File: src/rtl/hpdcache_pkg.sv
// Request types of the hpdcache prefetch requester port, as consumed by the
// hardware prefetch arbiter.
package hpdcache_pkg;

    localparam int unsigned HPDCACHE_PA_WIDTH = 32;

    typedef struct packed {
        logic [HPDCACHE_PA_WIDTH-1:0] addr;
        logic [3:0]                   size;
        logic [7:0]                   tid;
    } hpdcache_req_t;

endpackage

File: src/rtl/hwpf_pkg.sv
// Shared types for the hardware prefetch engines: line addresses and the
// recently-issued line filter entry.
package hwpf_pkg;

    import hpdcache_pkg::*;

    localparam int unsigned HWPF_LINE_OFFSET = 6;

    // Kept full address width so any LINE_OFFSET yields an exact line compare.
    typedef logic [HPDCACHE_PA_WIDTH-1:0] hwpf_line_t;

    typedef struct packed {
        logic       valid;
        hwpf_line_t line;
    } hwpf_filter_entry_t;

    function automatic hwpf_line_t hwpf_line(input logic [HPDCACHE_PA_WIDTH-1:0] addr,
                                             input int unsigned offset);
        return addr >> offset;
    endfunction

endpackage

File: src/rtl/hwpf_rr_arbiter.sv
// Round-robin one-hot grant: first requester at or above ptr_i, wrapping
// modulo NUM_SRC.
module hwpf_rr_arbiter #(
    parameter int unsigned NUM_SRC = 2,
    parameter int unsigned PTR_W   = (NUM_SRC > 1) ? $clog2(NUM_SRC) : 1
) (
    input  logic [NUM_SRC-1:0] req_i,
    input  logic [PTR_W-1:0]   ptr_i,
    output logic [NUM_SRC-1:0] grant_o
);

    int unsigned      idx;
    logic [PTR_W-1:0] sel;
    logic             found;

    always_comb begin
        grant_o = '0;
        found   = 1'b0;
        idx     = 0;
        sel     = '0;
        for (int k = 0; k < NUM_SRC; k++) begin
            idx = int'(ptr_i) + k;
            if (idx >= NUM_SRC) begin
                idx = idx - NUM_SRC;
            end
            sel = PTR_W'(idx);
            if (!found && req_i[sel]) begin
                grant_o[sel] = 1'b1;
                found        = 1'b1;
            end
        end
    end

endmodule

File: src/rtl/hwpf_arbiter.sv
// Merges prefetcher request streams into the hpdcache prefetch port, dropping
// recently issued lines and holding the winner until the dcache accepts it.
module hwpf_arbiter
    import hpdcache_pkg::*;
    import hwpf_pkg::*;
#(
    parameter int unsigned NUM_SRC      = 2,
    parameter int unsigned FILTER_DEPTH = 8,
    parameter int unsigned LINE_OFFSET  = HWPF_LINE_OFFSET,
    parameter int unsigned CNT_WIDTH    = 16
) (
    input  logic                        clk_i,
    input  logic                        rst_ni,
    input  logic                        flush_i,
    input  logic [NUM_SRC-1:0]          src_req_valid_i,
    output logic [NUM_SRC-1:0]          src_req_ready_o,
    input  hpdcache_req_t [NUM_SRC-1:0] src_req_i,
    output logic                        dcache_req_valid_o,
    input  logic                        dcache_req_ready_i,
    output hpdcache_req_t               dcache_req_o,
    output logic [CNT_WIDTH-1:0]        dropped_cnt_o
);

    localparam int unsigned PTR_W = (NUM_SRC > 1) ? $clog2(NUM_SRC) : 1;
    localparam int unsigned WP_W  = (FILTER_DEPTH > 1) ? $clog2(FILTER_DEPTH) : 1;

    logic [PTR_W-1:0]     rr_ptr_q, rr_ptr_d;
    logic [WP_W-1:0]      wr_ptr_q, wr_ptr_d;
    logic                 out_valid_q, out_valid_d;
    hpdcache_req_t        out_req_q, out_req_d;
    logic [CNT_WIDTH-1:0] dropped_cnt_q, dropped_cnt_d;
    hwpf_filter_entry_t   filter_q [FILTER_DEPTH];
    hwpf_filter_entry_t   filter_d [FILTER_DEPTH];

    logic [NUM_SRC-1:0]      grant;
    logic                    can_accept;
    logic                    accept;
    hpdcache_req_t           acc_req;
    logic [PTR_W-1:0]        gnt_idx;
    hwpf_line_t              acc_line;
    logic [FILTER_DEPTH-1:0] filter_hit;
    logic                    hold_hit;
    logic                    is_hit;

    hwpf_rr_arbiter #(
        .NUM_SRC (NUM_SRC),
        .PTR_W   (PTR_W)
    ) u_rr_arbiter (
        .req_i   (src_req_valid_i),
        .ptr_i   (rr_ptr_q),
        .grant_o (grant)
    );

    assign can_accept      = !flush_i && (!out_valid_q || dcache_req_ready_i);
    assign src_req_ready_o = grant & {NUM_SRC{can_accept}};
    assign accept          = |src_req_ready_o;

    always_comb begin
        acc_req = '0;
        gnt_idx = '0;
        for (int i = 0; i < NUM_SRC; i++) begin
            if (grant[i]) begin
                acc_req = src_req_i[i];
                gnt_idx = PTR_W'(i);
            end
        end
    end

    assign acc_line = hwpf_line(acc_req.addr, LINE_OFFSET);

    for (genvar gi = 0; gi < FILTER_DEPTH; gi++) begin : g_filter_cmp
        assign filter_hit[gi] = filter_q[gi].valid && (filter_q[gi].line == acc_line);
    end

    // The held request only counts while it is not leaving this cycle.
    assign hold_hit = out_valid_q && !dcache_req_ready_i &&
                      (hwpf_line(out_req_q.addr, LINE_OFFSET) == acc_line);
    assign is_hit   = (|filter_hit) || hold_hit;

    always_comb begin
        rr_ptr_d      = rr_ptr_q;
        wr_ptr_d      = wr_ptr_q;
        out_valid_d   = out_valid_q;
        out_req_d     = out_req_q;
        dropped_cnt_d = dropped_cnt_q;
        filter_d      = filter_q;

        if (flush_i) begin
            out_valid_d = 1'b0;
            wr_ptr_d    = '0;
            for (int e = 0; e < FILTER_DEPTH; e++) begin
                filter_d[e].valid = 1'b0;
            end
        end else begin
            if (out_valid_q && dcache_req_ready_i) begin
                out_valid_d = 1'b0;
            end
            if (accept) begin
                rr_ptr_d = (gnt_idx == PTR_W'(NUM_SRC - 1)) ? '0 : gnt_idx + 1'b1;
                if (is_hit) begin
                    if (dropped_cnt_q != '1) begin
                        dropped_cnt_d = dropped_cnt_q + 1'b1;
                    end
                end else begin
                    out_valid_d        = 1'b1;
                    out_req_d          = acc_req;
                    filter_d[wr_ptr_q] = '{valid: 1'b1, line: acc_line};
                    wr_ptr_d = (wr_ptr_q == WP_W'(FILTER_DEPTH - 1)) ? '0 : wr_ptr_q + 1'b1;
                end
            end
        end
    end

    always_ff @(posedge clk_i or negedge rst_ni) begin
        if (!rst_ni) begin
            rr_ptr_q      <= '0;
            wr_ptr_q      <= '0;
            out_valid_q   <= 1'b0;
            out_req_q     <= '0;
            dropped_cnt_q <= '0;
            for (int e = 0; e < FILTER_DEPTH; e++) begin
                filter_q[e] <= '0;
            end
        end else begin
            rr_ptr_q      <= rr_ptr_d;
            wr_ptr_q      <= wr_ptr_d;
            out_valid_q   <= out_valid_d;
            out_req_q     <= out_req_d;
            dropped_cnt_q <= dropped_cnt_d;
            filter_q      <= filter_d;
        end
    end

    // A held request is withdrawn in a flush cycle even if the dcache is ready.
    assign dcache_req_valid_o = out_valid_q && !flush_i;
    assign dcache_req_o       = out_req_q;
    assign dropped_cnt_o      = dropped_cnt_q;

endmodule

File: config.mk
export PLATFORM = sky130hd
export DESIGN_NAME = hwpf_arbiter
export DESIGN_NICKNAME = d
export VERILOG_FILES = /design/src/rtl/hpdcache_pkg.sv /design/src/rtl/hwpf_pkg.sv /design/src/rtl/hwpf_rr_arbiter.sv /design/src/rtl/hwpf_arbiter.sv
export SDC_FILE = /design/constraint.sdc
export NUM_CORES = 1
export LEC_CHECK = 0
export CORE_UTILIZATION = 40
export CTS_BUF_LIST = sky130_fd_sc_hd__clkbuf_4 sky130_fd_sc_hd__clkbuf_8
export CTS_CLUSTER_DIAMETER = 100
export DETAILED_ROUTE_END_ITERATION = 16
export PLACE_DENSITY_LB_ADDON = 0.05
export SETUP_SLACK_MARGIN = 0.15
export SYNTH_ARGS = -nofsm -noshare
export SYNTH_HDL_FRONTEND = slang
export SYNTH_SLANG_ARGS = --single-unit
File: constraint.sdc
create_clock -name clk_i -period 6.7 [get_ports clk_i]
set_input_delay 1.34 -clock clk_i [delete_from_list [all_inputs] [get_ports clk_i]]
set_output_delay 1.34 -clock clk_i [all_outputs]
set_load 0.05 [all_outputs]
==> results of run 1 <==
registers in the layout, summed over array words and instances (netlist names):
name / count
dcache_req_o: 44
out_valid_q: 1
rr_ptr_q: 1
dropped_cnt_o: 16
filter_q: 216
wr_ptr_q: 3
power by group through the flow:
stage	Combinational (mW)	Sequential [mW]	Clock (mW)
floorplan	1.03	2.43	0
global placement	1.74	2.30	0
detailed placement	1.75	2.30	0
CTS	1.76	2.28	1.78
global route	1.86	2.32	1.85
finish	1.75	2.28	1.73
how the worst min path moves through the flow:
stage                                    to               from  cells past startpoint  slack (ns)
final                     dropped_cnt_o[13]  dropped_cnt_o[13]                      1        0.49
after global routing          filter_q[197]      filter_q[197]                      1        0.51
after CTS                 dropped_cnt_o[11]  dropped_cnt_o[11]                      1        0.50
after detailed placement  dropped_cnt_o[13]  dropped_cnt_o[13]                      1        0.49
after global placement    dropped_cnt_o[11]  dropped_cnt_o[11]                      1        0.48
after floorplan               filter_q[131]      filter_q[131]                      2        0.45
cells by family after synthesis:
family                     count (synthesis)
DFF                                      281
xor gates and xnor gates                 249
muxes                                    210
and+or+nand+nor                          190
AOI/OAI and AO/OA                        132
buffers and inverters                     82
adders and majority gates                  3
layout make-up:
type                    count  area (um^2)  share of cell area [%]
clock inverters             7         47.5                   0.271
clock buffers              85         1040                    5.96
inverters                   2         7.51                  0.0428
flip-flops and latches    281         7030                    40.1
well taps                 461          577                    3.29
repair buffers            206         1950                    11.1
multi-input cells         784         6870                    39.2
critical path, cell delays in order:
cell and delay, ns:
clkdlybuf4s50_1 0.56, a21boi_4 0.56, buf_4 0.30, a32oi_1 0.14
buf_4 0.23, xnor2_1 0.12, nor4_1 0.48, nand4_1 0.34
o22ai_1 0.42, nor3_1 0.11, and2_4 0.22, and4bb_2 0.54
mux2_4 0.42
layer usage:
metal	share of wire (%)	wire length, um
met3	5.8	2700
met2	45	21200
met5	0	0
met4	3.4	1590
met1	45	21200
layout by cell type (no fill, tap or decap), types with 2 or more instances in the layout:
cell / Yosys / layout
o22ai_1: 5 / 5
nor3b_2: 0 / 2
a22oi_1: 18 / 18
nor4_1: 46 / 46
dfrtp_1: 281 / 281
clkbuf_8: 0 / 65
o21ba_2: 7 / 7
a32oi_1: 26 / 26
nor2b_1: 2 / 2
a21oi_1: 44 / 44
inv_1: 2 / 2
nand2_1: 4 / 4
and4_1: 9 / 9
nor3_1: 10 / 10
and3_1: 9 / 9
and2_1: 5 / 3
ha_1: 3 / 3
mux2_4: 57 / 57
mux2_2: 152 / 152
clkbuf_4: 0 / 20
clkdlybuf4s50_1: 0 / 155
o21ai_0: 3 / 3
clkinv_2: 0 / 4
nand2b_1: 3 / 3
nor2_1: 54 / 54
xor2_1: 24 / 24
nand4_1: 15 / 15
xnor2_1: 225 / 225
a31oi_1: 2 / 2
buf_4: 23 / 49
a22o_1: 26 / 26
nand3_1: 20 / 20
==> parameters.txt, run 1 <==
Parameter                              Value

Clock tree
  CTS hold repair buffers    0
  Clock buffer count from CTS    52
  Clock tree from TritonCTS    built
  Clock Path Buffers    3
  Clock root buffer master    clkbuf_8
  Post-CTS Setup Bufs    0
  CTS resizes    0
  Total clock sinks    281
  Maximum level of the CTS H-tree    2
  Clock network latency to the later pin of the worst-skew pair    0.62 ns
  Clock-pin slew on the worst setup and hold paths    0.06 ns

Critical path
  FF-to-FF path depth    11
  Crit start category    primary input
  Register-to-register setup slack    2.28 ns
  Critical path peak fanout    27
  CP endpoint    filter_q[188]
  Required time of the worst setup path    7.20 ns
  Crit path launch    src_req_valid_i[0]
  Reg-to-reg critical path endpoint    filter_q[168]
  Data arrival, critical path    5.83 ns
  Worst setup EP type    flip-flop
  Worst Setup Path Type    primary input to flip-flop
  Reg-to-reg critical path startpoint    rr_ptr_q

Power and ir drop
  Relative contribution of combinational cells to total power    30.3%
  Sw power    1.91 mW
  Internal cell power    3.85 mW
  Fraction of power spent switching nets    33.2%
  Power Density    329 mW/mm^2
  Part of the total power dissipated in sequential elements    39.6%
  Tot Pwr    5.76 mW
  Leak    7.47 nW
  Peak supply drop    0.183 mV
  Clock share of power    30.1%

Logic synthesis
  Predominant post-synthesis flop cell    dfrtp_1
  Synthesized-area fraction occupied by ao, oa, aoi and oai cells    6.67%
  Post-synthesis mux area share    17.9%
  Register area share after synthesis    48.9%
  Post-Syn Nets    1244
  Largest area contributor in the netlist    dfrtp_1
  Top post-synthesis cells by area    dfrtp_1, xnor2_1, mux2_2
  Top cells by instance count after synthesis    dfrtp_1, xnor2_1, mux2_2
  Area of the mapped netlist    0.0144 mm^2
  Simple-Gate Fraction of Synth Area    7.48%
  Flop and latch count out of synthesis    281
  Number of enable flip-flop cells after synthesis    0
  Combinational family with the most area after synthesis    multiplexers
  Unique masters post-synth    44
  Gate Count Post-Synth    1147
  Parity-gate share of the synthesized area counting xor and xnor cells    15.2%
  Synth async-reset ratio    100%
  Adder-cell area share of the yosys netlist    0.261%
  Synth top area share    48.9%
  Number of warnings issued by yosys    0
  Leading cell type by number of instances after synthesis    dfrtp_1
  Average instance area after synthesis    12.5 um^2

Placement
  Estimated wirelength of the detail-placed design    30.7 mm
  Area after DPL    0.0164 mm^2
  Dpl cells    1734
  Weighted congestion reported at the end of routability-driven placement    0.808
  Post-place setup slack    0.699 ns
  Number of input and output port buffers inserted    156

STA
  Slew headroom    32.2%
  Total negative setup slack    0 ns
  Number of endpoints failing setup at the final stage    0
  Final slew viol count    0
  Final period utilization    79.6%
  Setup repair after global routing missed its margin    no
  Transition time of the tightest slew-check pin    1.02 ns
  Worst clock skew    0.0292 ns
  Final period demand of the worst path    5.33 ns
  Worst hold margin    0.489 ns
  Peak Freq    188 MHz
  Final worst-path setup slack    1.37 ns
  Final Hold Violating Endpoints    0

Detailed routing
  Detailed-route wire length    46.7 mm
  Via count    9837
  Final antenna-violating net count    0
  DRC    0
  Count of TritonRoute iterations in the first routing pass    4
  Initial DRC Count    627
  Routed wire per std cell    25.6 um
  Per-cell via count in the routed design    5.39

Floorplan
  DIE WIDTH    192 um
  Die H    192 um
  Initial core utilization    40.5%
  Placement Rows    69
  Die outline area    0.0367 mm^2
  Area of the placeable core    0.0355 mm^2
  Top-Level Pins    157

Min path
  Path type of the worst min-delay path    flip-flop to flip-flop

Global routing
  Routing usage on met3    5.76%
  Met1 Use GR    35.8%
  Vias in the first global route    9984
  First-pass GRT wire length    68.3 mm
  Busiest grt layer    met2
  Global route total overflow    0
  All-Layer GR Usage    26.0%
  Met2 routing resource usage after global routing    39.8%
  Pin count of the biggest net entering global routing    126
  Initial antenna violation count    1

Layout
  Diode insertion count for antenna repair    0
  Growth of design area from synthesis to finish    22.0%
  Final standard cell count with taps included and fillers excluded    1826
  Core Util, Final    49.4%
  Net count, final    1424
  Fill cell total of the finished layout    3201
  Final design area excluding fillers    0.0175 mm^2
  Fraction of layout cells with a size suffix above 1    27.3%

Run
  Maxcap violations    0

Status
  Result of the run    finished, final reports clean
Note: power is estimated with default switching activity, not from simulation.
==> run 2: changes to the inputs <==
- clock period: 6.7 -> 4.8 ns (I/O delays scaled with it)
==> run 2 against run 1 <==
  * Sequential power grew 39%
  * Utilization is 2.8 points higher
  * Count of clock-buffer cells in the layout decreased by 6
  * Power is 44% higher
  * Routed wire length shrank 0.35%
  * Non-clock buffer count rose by 74
  * Setup slack got worse by 0.94 ns
  * Cell area grew 5.8%
  * Largest cell class unchanged
  * Highest routed layer unchanged
==> parameters.txt, run 2 (synthesized netlist as in run 1, its figures left out) <==
Parameter                              Value

STA
  Final period utilization    91.1%
  Final worst-path setup slack    0.427 ns (was 1.37 ns)
  Setup repair after global routing missed its margin    no (unchanged)
  Final period demand of the worst path    4.37 ns
  Transition time of the tightest slew-check pin    1.07 ns (was 1.02 ns)
  Final slew viol count    0 (unchanged)
  Slew headroom    28.4% (was 32.2%)
  Total negative setup slack    0 ns (unchanged)
  Final Hold Violating Endpoints    0 (unchanged)
  Worst hold margin    0.458 ns (was 0.489 ns)
  Number of endpoints failing setup at the final stage    0 (unchanged)
  Worst clock skew    0.0422 ns (was 0.0292 ns)
  Peak Freq    229 MHz

Placement
  Dpl cells    1808 (was 1734)
  Post-place setup slack    -0.145 ns (was 0.699 ns)
  Area after DPL    0.0174 mm^2 (was 0.0164 mm^2)
  Estimated wirelength of the detail-placed design    32.9 mm (was 30.7 mm)
  Weighted congestion reported at the end of routability-driven placement    0.827 (was 0.808)
  Number of input and output port buffers inserted    156 (unchanged)

Clock tree
  Clock tree from TritonCTS    built (unchanged)
  Total clock sinks    281 (unchanged)
  Clock Path Buffers    3 (unchanged)
  Clock buffer count from CTS    52 (unchanged)
  Maximum level of the CTS H-tree    2 (unchanged)
  Post-CTS Setup Bufs    0 (unchanged)
  CTS resizes    0 (unchanged)
  Clock-pin slew on the worst setup and hold paths    0.07 ns (was 0.06 ns)
  CTS hold repair buffers    0 (unchanged)
  Clock network latency to the later pin of the worst-skew pair    0.61 ns (was 0.62 ns)
  Clock root buffer master    clkbuf_8 (unchanged)

Floorplan
  Top-Level Pins    157 (unchanged)
  Placement Rows    69 (unchanged)
  Initial core utilization    40.5% (unchanged)
  Die outline area    0.0367 mm^2 (unchanged)
  Die H    192 um (unchanged)
  DIE WIDTH    192 um (unchanged)
  Area of the placeable core    0.0355 mm^2 (unchanged)

Detailed routing
  DRC    0 (unchanged)
  Per-cell via count in the routed design    5.28 (was 5.39)
  Initial DRC Count    522 (was 627)
  Detailed-route wire length    46.6 mm (was 46.7 mm)
  Final antenna-violating net count    0 (unchanged)
  Via count    10000 (was 9837)
  Routed wire per std cell    24.5 um (was 25.6 um)
  Count of TritonRoute iterations in the first routing pass    5 (was 4)

Power and ir drop
  Relative contribution of combinational cells to total power    31.6% (was 30.3%)
  Part of the total power dissipated in sequential elements    38.5% (was 39.6%)
  Clock share of power    29.9% (was 30.1%)
  Peak supply drop    0.327 mV (was 0.183 mV)
  Leak    7.98 nW (was 7.47 nW)
  Tot Pwr    8.27 mW (was 5.76 mW)
  Fraction of power spent switching nets    32.5% (was 33.2%)
  Power Density    446 mW/mm^2 (was 329 mW/mm^2)
  Sw power    2.69 mW (was 1.91 mW)
  Internal cell power    5.58 mW (was 3.85 mW)

Critical path
  Critical path peak fanout    27 (unchanged)
  List of cells traversed by the critical path    clkdlybuf4s50_1 -> buf_4 -> nand2b_4 -> a32oi_1 -> buf_12 -> xnor2_1 -> nor4_1 -> nand3_1 -> o22ai_1 -> nor3_1 -> nand3_1 -> buf_4 -> nor3b_2 -> buf_12 -> mux2_2 (was clkdlybuf4s50_1 -> a21boi_4 -> buf_4 -> a32oi_1 -> buf_4 -> xnor2_1 -> nor4_1 -> nand4_1 -> o22ai_1 -> nor3_1 -> and2_4 -> and4bb_2 -> mux2_4)
  Reg-to-reg critical path endpoint    filter_q[57] (was filter_q[168])
  Crit path launch    src_req_valid_i[0] (unchanged)
  Crit start category    primary input (unchanged)
  FF-to-FF path depth    13 (was 11)
  Required time of the worst setup path    5.26 ns (was 7.20 ns)
  Worst Setup Path Type    primary input to flip-flop (unchanged)
  Worst path slowest cell    a32oi_1 (was clkdlybuf4s50_1)
  Register-to-register setup slack    0.90 ns (was 2.28 ns)
  Data arrival, critical path    4.83 ns (was 5.83 ns)
  Worst setup EP type    flip-flop (unchanged)
  Reg-to-reg critical path startpoint    rr_ptr_q (unchanged)
  Slowest Stage Delay on Critical Path    0.53 ns (was 0.56 ns)
  CP endpoint    filter_q[57] (was filter_q[188])

Layout
  Max FFs per register    216 (unchanged)
  Core Util, Final    52.3% (was 49.4%)
  Final design area excluding fillers    0.0185 mm^2 (was 0.0175 mm^2)
  Commonest non-fill, non-tap cells in the layout    dfrtp_1, xnor2_1, clkdlybuf4s50_1 (unchanged)
  Largest Register    filter_q (unchanged)
  Final standard cell count with taps included and fillers excluded    1899 (was 1826)
  Fill cell total of the finished layout    3164 (was 3201)
  Leading cell type in the layout, fill and taps excluded    dfrtp_1 (unchanged)
  Growth of design area from synthesis to finish    29.1% (was 22.0%)
  Fraction of layout cells with a size suffix above 1    31.1% (was 27.3%)
  Net count, final    1498 (was 1424)

Global routing
  All-Layer GR Usage    25.9% (was 26.0%)
  Pin count of the biggest net entering global routing    126 (unchanged)
  Initial antenna violation count    2 (was 1)
  Vias in the first global route    10400 (was 9984)
  First-pass GRT wire length    68.8 mm (was 68.3 mm)
  Global route total overflow    0 (unchanged)

Run
  Maxcap violations    0 (unchanged)

Status
  Result of the run    finished, final reports clean (unchanged)

Min path
  Path type of the worst min-delay path    primary input to async pin (was flip-flop to flip-flop)
-- run 2: cell types whose count changed in the layout (fill, tap and decap cells not counted), sizes merged, moves of 2 or more --
cell / before / now
buf: 51 / 127
clkbuf: 85 / 79
clkinv: 4 / 8
bufinv: 0 / 2
clkdlybuf4s50: 155 / 153
-- run 2: area by class of cell --
type                    instances  area (um^2)  share of cell area, %
diodes                          1         2.50                 0.0135
clock buffers                  79         1000                   5.39
clock inverters                11          111                  0.601
inverters                       2         7.51                 0.0405
multi-input cells             784         6870                   37.1
flip-flops and latches        281         7030                   37.9
well taps                     461          577                   3.11
repair buffers                280         2940                   15.9
-- run 2: worst min-delay path by stage --
stage	depth (start not counted)	slack (ns)	endpoint
2_1_floorplan	2	0.45	filter_q[131]
3_3_place_gp	1	0.48	dropped_cnt_o[11]
3_5_place_dp	1	0.48	dropped_cnt_o[11]
4_1_cts	1	0.49	filter_q[155]
5_1_grt	1	0.51	filter_q[32]
6_report	1	0.46	filter_q[155]
-- run 2: per-layer routing --
layer	GRT usage [%]	share of wire, %	vias to the layer above
li1	-	-	4577
met1	35.4	46	5126
met2	42.2	48	254
met3	4.11	4.4	63
met4	7.63	2.5	0
met5	0	0	-
-- run 2: power by group through the flow --
stage | logic, mW | clock network [mW] | registers [mW]
2_1_floorplan | 1.44 | 0 | 3.39
3_3_place_gp | 2.62 | 0 | 3.21
6_report | 2.61 | 2.47 | 3.18
5_1_grt | 2.77 | 2.66 | 3.24
4_1_cts | 2.63 | 2.55 | 3.18
3_5_place_dp | 2.62 | 0 | 3.21
-- run 2: worst max-delay path: cells and delay by family --
kind	cells	cell delay, ns
and+or+nand+nor	6	1.40
AOI/OAI and AO/OA	2	0.67
muxes	1	0.35
xor gates and xnor gates	1	0.13
buffers and inverters	5	1.29
==> run 3: changes to the inputs <==
- HOLD_SLACK_MARGIN: default -> 0.02
- SETUP_SLACK_MARGIN: 0.15 -> 0.05
==> results of run 3 <==
The final DEF is identical to that of run 2; final timing and power are the same.
==> variant: new RTL, config.mk and constraints of run 3 <==
`NUM_SRC` is set to 2 in 2 places; all go to 4.
--- a/src/rtl/hwpf_rr_arbiter.sv
+++ b/src/rtl/hwpf_rr_arbiter.sv
@@ -1,7 +1,7 @@
 // Round-robin one-hot grant: first requester at or above ptr_i, wrapping
 // modulo NUM_SRC.
 module hwpf_rr_arbiter #(
-    parameter int unsigned NUM_SRC = 2,
+    parameter int unsigned NUM_SRC = 4,
     parameter int unsigned PTR_W   = (NUM_SRC > 1) ? $clog2(NUM_SRC) : 1
 ) (
     input  logic [NUM_SRC-1:0] req_i,
--- a/src/rtl/hwpf_arbiter.sv
+++ b/src/rtl/hwpf_arbiter.sv
@@ -4,7 +4,7 @@
     import hpdcache_pkg::*;
     import hwpf_pkg::*;
 #(
-    parameter int unsigned NUM_SRC      = 2,
+    parameter int unsigned NUM_SRC      = 4,
     parameter int unsigned FILTER_DEPTH = 8,
     parameter int unsigned LINE_OFFSET  = HWPF_LINE_OFFSET,
     parameter int unsigned CNT_WIDTH    = 16
Interface: changed (resized src_req_i, src_req_ready_o and src_req_valid_i); port bits go from 157 to 249. No check against the original RTL was run, so the function may have changed too.
==> variant against run 3 <==
The run now ends with setup timing left. Synthesized area rose by 28%. Fmax down 23%. Sequential share of layout area shrank 15 points. Routed wire length increased to 2.8 times the old value. Global-route usage increased by 28 points. Setup slack got worse by 1.3 ns. Core utilization is 14 points higher. Clock skew grew 0.0016 ns. Sequential cell count rose by 1. Critical path depth grew 6. Cell area rose by 63%. Critical path type is now reg2reg.
Power is left out: the tool's default activity adds up to more than one toggle a clock period on the data nets, which glitch-free logic cannot reach.
==> variant: results (changes against run 3) <==
| Metric | Value |
|---|---|
| Outcome | finished with violations (was finished, final reports clean) |
| Failing checks | setup timing |
| Synth unique cells | 91 (was 44) |
| Vias in the first global route | 22,980 (was 10,410) |
| Routability cong. | 1.161 (was 0.8268) |
| GR Util met2 | 76.25% (was 42.21%) |
| WL met3 | 19.12 mm (was 2.033 mm) |
| Synth cell count leaders | dfrtp_1 (282), mux2_2 (122), nor2_1 (115), nand2_1 (92), a21oi_1 (83) (was dfrtp_1 (281), xnor2_1 (225), mux2_2 (152), mux2_4 (57), nor2_1 (54)) |
| Layout cells sized above 1 | 41.55% (was 31.11%) |
| M1 wire length | 45.86 mm (was 21.27 mm) |
| Setup Buffers After CTS | 69 (was 0) |
| Post-synthesis compound-gate area fraction | 21.36% (was 6.671%) |
| Critical path's largest stage delay | 0.55 ns (was 0.53 ns) |
| NumNets Final | 2,982 (was 1,498) |
| Clock Pin Slew Worst Setup and Hold Paths | 0.06 ns |
| Grt met3 use | 23.21% (was 4.112%) |
| Synth Area in XOR/XNOR | 5.887% (was 15.18%) |
| Slowest cell on crit path | or4_4 (was a32oi_1) |
| DP HPWL | 98.11 mm (was 32.88 mm) |
| DR top layer | met5 (was met4) |
| Tightest Hold Check Type | in2async (unchanged) |
| Total GRT Usage | 54.02% (was 25.91%) |
| Ranking of synthesized cells by area | dfrtp_1 (38%), mux2_2 (7.4%), mux2_1 (3.9%) (was dfrtp_1 (49%), xnor2_1 (14%), mux2_2 (12%)) |
| CTS-repair resized insts | 251 (was 0) |
| Worst Tran Pin Value | 1.287 ns (was 1.074 ns) |
| Worst-Skew Late Latency | 0.71 ns (was 0.61 ns) |
| Final worst setup slack | -0.8498 ns (was 0.4268 ns) |
| Final setup skew | 0.04377 ns (was 0.04220 ns) |
| Setup violators final | 280 (was 0) |
| Pin count of the biggest net entering global routing | 79 (was 126) |
| First-pass GRT wire length | 176.1 mm (was 68.84 mm) |
| Routed vias/inst | 6.803 (was 5.276) |
| Wire per inst | 37.56 um (was 24.52 um) |
| Drt initial violations | 3,724 (was 522) |
| Multiplexer share of the synthesized area | 13.67% (was 17.94%) |
| GRT met1 Usage | 65.38% (was 35.37%) |
| Area share of fa/ha/maj cells after synthesis | 0.5426% (was 0.2613%) |
| WL met2 | 52.24 mm (was 22.12 mm) |
| Seq/Total Area, Yosys | 38.25% (was 48.95%) |
variant: worst register-to-register path, stage by stage, from the launching register on:
cell and delay [ns]:
dfrtp_1 0.39, inv_2 0.07, ha_4 0.29, mux4_2 0.32, or2_4 0.31, o311a_4 0.40
buf_6 0.13, buf_4 0.13, and4_1 0.25, o21bai_4 0.28, buf_6 0.21, o22a_1 0.23
o221ai_2 0.16, or4_4 0.50, or4_4 0.55, nand4_1 0.10, buf_4 0.15, nor3_4 0.06
buf_4 0.19, nand4b_4 0.11, buf_12 0.25, mux2_4 0.42
variant: final timing paths:
| kind | startpoint | endpoint | slack, ns | depth (start not counted) |
|---|---|---|---|---|
| min in group clk_i | dropped_cnt_o[13] | dropped_cnt_o[13] | 0.49 | 1 |
| worst min-delay path | rst_ni | dropped_cnt_o[4] | 0.27 | 1 |
| max in group asynchronous | rst_ni | dcache_req_o[42] | 3.47 | 2 |
| worst min register to register | dropped_cnt_o[13] | dropped_cnt_o[13] | 0.49 | 1 |
| worst max-delay path | rr_ptr_q[1] | filter_q[148] | -0.85 | 21 |
| worst max register to register | rr_ptr_q[1] | filter_q[148] | -0.85 | 21 |
variant: metrics by stage:
stage	instance area [um2]	std cells	setup TNS (ns)	setup slack [ns]	utilization [%]
6_report	30310	3438	-201.10	-0.8498	66.64
5_1_grt	30290	3429	-214.44	-0.8799	66.59
4_1_cts	29850	3413	-149.49	-0.6639	65.64
3_5_place_dp	26660	3238	-556.06	-2.161	58.63
3_3_place_gp	26660	3238	-553.96	-2.183	58.63
2_1_floorplan	18950	1886	-96.48	-0.4891	-
variant: area by class of cell:
class                      instances  area (um2)
sequential                       282        7058
tap                              600       750.7
fill                            3623       15170
multi-input combinational       1406       11920
antenna                           10       25.02
timing repair buffer             972        9110
clock buffer                      79       974.7
inverter                          76       285.3
clock inverter                    13       186.4
